### src/rtl/trace_pkg.sv
// Shared record layout and defaults for the commit trace buffer.
package trace_pkg;

  localparam int DEFAULT_DEPTH = 8;
  localparam int SEQ_W         = 32;
  localparam int XLEN          = 32;
  localparam int RD_W          = 5;
  localparam int DROP_W        = 16;

  typedef struct packed {
    logic [SEQ_W-1:0] seq;
    logic [XLEN-1:0]  pc;
    logic             regwrite;
    logic [RD_W-1:0]  rd;
    logic [XLEN-1:0]  wdata;
    logic             memwrite;
    logic [XLEN-1:0]  memaddr;
    logic [XLEN-1:0]  memwdata;
  } trace_rec_t;

  localparam int TRACE_W = $bits(trace_rec_t);

endpackage

### src/rtl/sync_fifo.sv
// Synchronous FIFO with an array store and a registered head word;
// a push into an empty (or draining-to-empty) FIFO bypasses the array.
module sync_fifo #(
  parameter int WIDTH = 8,
  parameter int DEPTH = 8
) (
  input  logic                     clock,
  input  logic                     reset_n,
  input  logic                     flush,
  input  logic                     push,
  input  logic                     pop,
  input  logic [WIDTH-1:0]         wdata,
  output logic [WIDTH-1:0]         rdata,
  output logic [$clog2(DEPTH):0]   count
);

  localparam int AW = $clog2(DEPTH);
  localparam int CW = AW + 1;

  logic [WIDTH-1:0] mem [DEPTH];
  logic [WIDTH-1:0] head_reg;
  logic [AW-1:0]    wr_ptr_reg;
  logic [AW-1:0]    rd_ptr_reg;
  logic [AW-1:0]    rd_ptr_next;
  logic [CW-1:0]    count_reg;
  logic             push_eff;
  logic             pop_eff;
  logic             bypass;

  assign push_eff    = push && !flush;
  assign pop_eff     = pop && !flush;
  assign rd_ptr_next = rd_ptr_reg + AW'(pop_eff);
  // The new word becomes head when nothing older survives this edge.
  assign bypass      = push_eff && ((count_reg - CW'(pop_eff)) == '0);

  always_ff @(posedge clock) begin
    if (push_eff) begin
      mem[wr_ptr_reg] <= wdata;
    end
  end

  always_ff @(posedge clock) begin
    head_reg <= bypass ? wdata : mem[rd_ptr_next];
  end

  always_ff @(posedge clock) begin
    if (!reset_n || flush) begin
      wr_ptr_reg <= '0;
      rd_ptr_reg <= '0;
      count_reg  <= '0;
    end else begin
      if (push_eff) begin
        wr_ptr_reg <= wr_ptr_reg + AW'(1);
      end
      rd_ptr_reg <= rd_ptr_next;
      case ({push_eff, pop_eff})
        2'b10:   count_reg <= count_reg + CW'(1);
        2'b01:   count_reg <= count_reg - CW'(1);
        default: count_reg <= count_reg;
      endcase
    end
  end

  assign rdata = head_reg;
  assign count = count_reg;

endmodule

### src/rtl/commit_trace_buffer.sv
// Buffers retired-instruction records for a trace consumer, tagging each
// with a commit sequence number so that dropped records show up as seq gaps.
module commit_trace_buffer
  import trace_pkg::*;
#(
  parameter int DEPTH        = DEFAULT_DEPTH,
  parameter int AFULL_MARGIN = 2
) (
  input  logic                     clock,
  input  logic                     reset_n,
  input  logic                     commit_valid,
  input  logic [XLEN-1:0]          c_pc,
  input  logic [XLEN-1:0]          c_wdata,
  input  logic [XLEN-1:0]          c_memaddr,
  input  logic [XLEN-1:0]          c_memwdata,
  input  logic                     c_regwrite,
  input  logic                     c_memwrite,
  input  logic [RD_W-1:0]          c_rd,
  input  logic                     flush,
  input  logic                     clear_overflow,
  output logic                     trace_valid,
  input  logic                     trace_ready,
  output logic [TRACE_W-1:0]       trace_data,
  output logic [$clog2(DEPTH):0]   level,
  output logic                     almost_full,
  output logic                     overflow,
  output logic [DROP_W-1:0]        drop_count
);

  localparam int LW = $clog2(DEPTH) + 1;

  trace_rec_t        rec_in;
  logic [TRACE_W-1:0] rec_out;
  logic [LW-1:0]     count;
  logic [SEQ_W-1:0]  seq_reg;
  logic              overflow_reg;
  logic [DROP_W-1:0] drop_count_reg;
  logic              full;
  logic              push;
  logic              pop;
  logic              drop;

  assign trace_valid = (count != '0);
  assign full        = (count == LW'(DEPTH));
  assign pop         = trace_valid && trace_ready && !flush;
  assign push        = commit_valid && (!full || pop) && !flush;
  assign drop        = commit_valid && full && !pop && !flush;

  always_comb begin
    rec_in.seq      = seq_reg;
    rec_in.pc       = c_pc;
    rec_in.regwrite = c_regwrite;
    rec_in.rd       = c_rd;
    rec_in.wdata    = c_wdata;
    rec_in.memwrite = c_memwrite;
    rec_in.memaddr  = c_memaddr;
    rec_in.memwdata = c_memwdata;
  end

  sync_fifo #(
    .WIDTH (TRACE_W),
    .DEPTH (DEPTH)
  ) u_fifo (
    .clock   (clock),
    .reset_n (reset_n),
    .flush   (flush),
    .push    (push),
    .pop     (pop),
    .wdata   (rec_in),
    .rdata   (rec_out),
    .count   (count)
  );

  // Counts every commit, stored or not, so seq gaps expose drops.
  always_ff @(posedge clock) begin
    if (!reset_n) begin
      seq_reg <= '0;
    end else if (commit_valid) begin
      seq_reg <= seq_reg + SEQ_W'(1);
    end
  end

  always_ff @(posedge clock) begin
    if (!reset_n) begin
      overflow_reg   <= 1'b0;
      drop_count_reg <= '0;
    end else if (drop) begin
      overflow_reg <= 1'b1;
      if (clear_overflow) begin
        drop_count_reg <= DROP_W'(1);
      end else if (drop_count_reg != '1) begin
        drop_count_reg <= drop_count_reg + DROP_W'(1);
      end
    end else if (clear_overflow) begin
      overflow_reg   <= 1'b0;
      drop_count_reg <= '0;
    end
  end

  assign trace_data  = rec_out;
  assign level       = count;
  assign almost_full = (count >= LW'(DEPTH - AFULL_MARGIN));
  assign overflow    = overflow_reg;
  assign drop_count  = drop_count_reg;

endmodule

### config.mk
export PLATFORM = sky130hd
export DESIGN_NAME = commit_trace_buffer
export DESIGN_NICKNAME = d
export VERILOG_FILES = /design/src/rtl/trace_pkg.sv /design/src/rtl/sync_fifo.sv /design/src/rtl/commit_trace_buffer.sv
export SDC_FILE = /design/constraint.sdc
export NUM_CORES = 2
export LEC_CHECK = 0
export ABC_AREA = 1
export ABC_CLOCK_PERIOD_IN_PS = 21300
export BUFFER_PORTS_ARGS = -buffer_cell sky130_fd_sc_hd__buf_4
export CELL_PAD_IN_SITES_DETAIL_PLACEMENT = 0
export CELL_PAD_IN_SITES_GLOBAL_PLACEMENT = 1
export CORE_ASPECT_RATIO = 0.9
export CORE_MARGIN = 4
export CORE_UTILIZATION = 45
export DETAILED_ROUTE_END_ITERATION = 8
export GPL_TIMING_DRIVEN = 0
export PLACE_DENSITY_LB_ADDON = 0.08
export SETUP_SLACK_MARGIN = 0.3
export SYNTH_ARGS = -nofsm -noshare
export SYNTH_HDL_FRONTEND = slang
export SYNTH_HIERARCHICAL = 1
export SYNTH_SLANG_ARGS = --single-unit
### constraint.sdc
create_clock -name clock -period 21.3 [get_ports clock]
set_input_delay 3.195 -clock clock [delete_from_list [all_inputs] [get_ports clock]]
set_output_delay 3.195 -clock clock [all_outputs]
set_load 0.05 [all_outputs]
==> flow_metrics.py <==
metrics = {
    "run_status": {
        "status": "finished clean",
    },
    "yosys": {
        "yosysWarnings": 6,
        "synth_fa_ha_area_share_pct": 0.215,
        "async_flop_share_pct": 0,
        "synth-simple-area-share_pct": 18.1,
        "synth_fp_nets": 5537,
        "ys_top_cells_by_area": "edfxtp_1 65%, dfxtp_1 7.3%, nand2_1 7.0%, nand3_1 5.9%, nor2_1 4.6%",
        "yosys.area.top_type": "edfxtp_1",
        "synth-xor-area-share_pct": 0.0872,
        "synth_top_family_by_area": "simple AND/OR/NAND/NOR gates",
        "yosys_register_bits": 1562,
        "ys_seq_area_share_pct": 72.4,
        "synthMuxAreaShare_pct": 0,
        "syn_area_sq_um": 61700,
        "synth-edff-count": 1336,
        "synth_compound_area_share_pct": 5.17,
        "synth_top_area_share_pct": 65.1,
        "ys_types": 43,
        "synthFlopType": "edfxtp_1",
        "postSynthAreaPerCell_sq_um": 11.4,
        "syn_inst": 5386,
    },
    "clock_network": {
        "cts_hold_buf": 0,
        "cts_setup_buffers": 0,
        "numClockSinks": 1562,
        "numCtsBuffers": 162,
        "clockBufferDepth": 3,
        "htreeDepth": 4,
        "path_clk_slew_ns": 0.06,
        "clk_latency_ns": 0.79,
        "cts_tree": "built",
        "cts-resized-gates": 0,
        "cts-root-buf": "clkbuf_16",
    },
    "pwr": {
        "ir_drop_mv": 0.0814,
        "p_per_area_nw_per_um2": 88.0,
        "p_int_uw": 5030,
        "comb_power_share_pct": 4.8,
        "p_leak_uw": 0.0274,
        "switching_share_pct": 21.6,
        "pwr-share-clk_pct": 42.8,
        "pwr-share-seq_pct": 52.4,
        "total_power_uw": 6410,
        "power_switching_uw": 1390,
    },
    "die": {
        "die_area_sq_um": 143000,
        "die_h_um": 359,
        "start_util_pct": 45.5,
        "rows": 128,
        "die_x_um": 398,
        "ioPinCount": 331,
        "core_sq_um": 136000,
    },
    "global_routing": {
        "first_global_vias": 39920,
        "globalRouteOverflowTotal": 0,
        "antenna_found_initial": 14,
        "grt_max_degree": 29,
        "grt_util_all_layers_pct": 24.9,
        "grt_pass1_wl_mm": 264,
    },
    "worst_setup_path": {
        "crit_chain": "buf_4 > inv_1 > nand2_1 > nor2_1 > inv_1 > nor2_1 > ha_1 > nor3b_2 > nand3_1 > buf_2 > buf_2 > nand3_1 > nand2_1",
        "critical_path_required_ns": 21.96,
        "arrival_ns": 6.85,
        "reg2reg_depth": 13,
        "crit_path_end_kind": "flip-flop",
        "slowest_delay_ns": 0.78,
        "path_max_fanout": 11,
        "worst-setup-path-type": "in2reg",
        "r2r_start": "u_fifo/count[1]",
        "worstReg2RegEnd": "u_fifo/rdata[67]",
        "crit_slowest_cell": "nor3b_2",
        "worst_setup_path_start_kind": "primary input",
        "r2r_setup_slack_ns": 17.07,
    },
    "place": {
        "portBuffers": 330,
        "place_congestion": 0.787,
        "hpwl_mm": 119,
        "pre_cts_ws_ns": 14.42,
        "placed_cells": 7596,
    },
    "drt": {
        "routed_via_density": 5.29,
        "final_antenna_net_count": 0,
        "vias": 41757,
        "totalWireLength_mm": 180,
        "drt-initial-drc-count": 3605,
        "post_drt_wl_per_cell_um": 22.8,
        "first_pass_iters": 5,
        "drc": 0,
    },
    "timing": {
        "hold_viol_final": 0,
        "setup_viol": 0,
        "timing.hold.ws_ns": 0.489,
        "worst_slew_pin_slew_ns": 0.983,
        "period_minus_slack_ns": 6.20,
        "maxSlewViolCount": 0,
        "setup_ws_ns": 15.10,
        "final.period_utilization_pct": 29.1,
        "slew_headroom_pct": 34.2,
        "worst_clock_skew_ns": 0.0299,
        "rsz0062_at_grt": "false",
        "tns_ns": 0,
        "fmax_ghz": 0.161,
    },
    "worst_hold_path": {
        "worstHoldPathCells": 2,
        "hold_path_end": "overflow",
        "hp-class": "reg2reg",
        "hp-start": "overflow",
    },
    "finish": {
        "stdcell_count": 7898,
        "fin_nets": 6091,
        "largest_reg_flops": 1336,
        "n_fill_cell": 11618,
        "final_layout_size_suffix_gt1_share_pct": 13.6,
        "area_growth_pct": 18.2,
    },
    "flow_run": {
        "maxCapViolCount": 0,
    },
}
==> power by group through the flow <==
stage                     Combinational (uW)  Clock [uW]  Sequential [uW]
after floorplan                         86.2           0             3500
after global placement                   306           0             3430
after detailed placement                 312           0             3420
after CTS                                313        2800             3360
after global routing                     333        2930             3360
final                                    310        2750             3360
==> kinds of logic (layout without fill, tap and decap cells) <==
logic type / Yosys count / count (layout)
xor+xnor: 4 / 4
buf+inv: 574 / 1262
simple gates: 2688 / 2688
other cells: 0 / 4
flops: 1562 / 1562
fa+ha+maj: 10 / 10
compound gates: 548 / 548
==> worst max-delay path by stage <==
stage | slack (ns) | cells after the start | from | to
after global routing | 14.94 | 16 | flush | u_fifo/rdata[66]
after global placement | 2.19 | 10 | flush | u_fifo/mem[5][88]
after CTS | 15.28 | 16 | flush | u_fifo/rdata[67]
after detailed placement | 14.42 | 16 | flush | u_fifo/rdata[67]
after floorplan | 9.81 | 9 | flush | u_fifo/mem[1][0]
final | 15.10 | 13 | flush | u_fifo/rdata[67]
==> worst max-delay path: cells and delay by family <==
family / cells / cell delay (ns)
buffers and inverters: 5 / 1.09
and+or+nand+nor: 7 / 2.34
adders and majority gates: 1 / 0.20
==> cell usage after synthesis (26+ instances only) <==
library cell     n
buf_2          133
dfxtp_1        226
edfxtp_1      1336
nor2_1         763
buf_1           26
nand3_1        725
inv_1          249
nand2_1       1150
o21ai_0        339
buf_4           34
clkbuf_1       120
o211ai_1       167
==> layout make-up <==
cell class,count,area (sq um),area share [%]
Clock buffer,239,4700,6.45
Antenna cell,4,10.0,0.0137
Buffer,317,1520,2.08
Tap cell,1820,2280,3.12
Multi-Input combinational cell,3250,14600,20.0
Inverter,257,967,1.33
Clock inverter,59,450,0.618
Sequential cell,1562,44600,61.2
Timing Repair Buffer,390,3740,5.13
==> metal layers <==
layer | global-route usage (%) | wire (um)
met3 | 4.90 | 13100
met2 | 39.3 | 83300
met4 | 7.14 | 4330
met5 | 0 | 62
met1 | 35.1 | 79300
==> cells in the final DEF, fill, tap and decap left out, types with 2 or more instances in the layout <==
master,instances
dfxtp_1,226
clkbuf_1,171
nand2_1,1150
buf_2,134
diode_2,4
buf_16,8
nor2_2,6
clkbuf_16,171
a31oi_1,3
nor2_4,12
a21oi_1,23
o211ai_1,167
clkinv_4,2
clkinv_1,23
xor2_1,2
a21oi_2,4
buf_4,364
ha_1,9
bufinv_16,6
buf_1,25
nor2_1,755
edfxtp_1,1336
nand2_2,6
o21ai_1,8
a211oi_1,3
clkbuf_8,17
nor3_1,7
or2_2,2
o21ai_0,339
nand4_1,17
clkinvlp_4,2
buf_8,2
buf_12,52
inv_1,249
inv_2,5
inv_6,5
nand3_1,725
clkinv_2,23
==> through the flow <==
step	utilization, %	cell area (sq um)
2_1_floorplan	-	61700
3_3_place_gp	49.0	66400
3_5_place_dp	49.9	67700
4_1_cts	53.7	72900
5_1_grt	53.7	72900
6_report	53.7	72900
No activity file was read; power rests on OpenSTA's default activity.
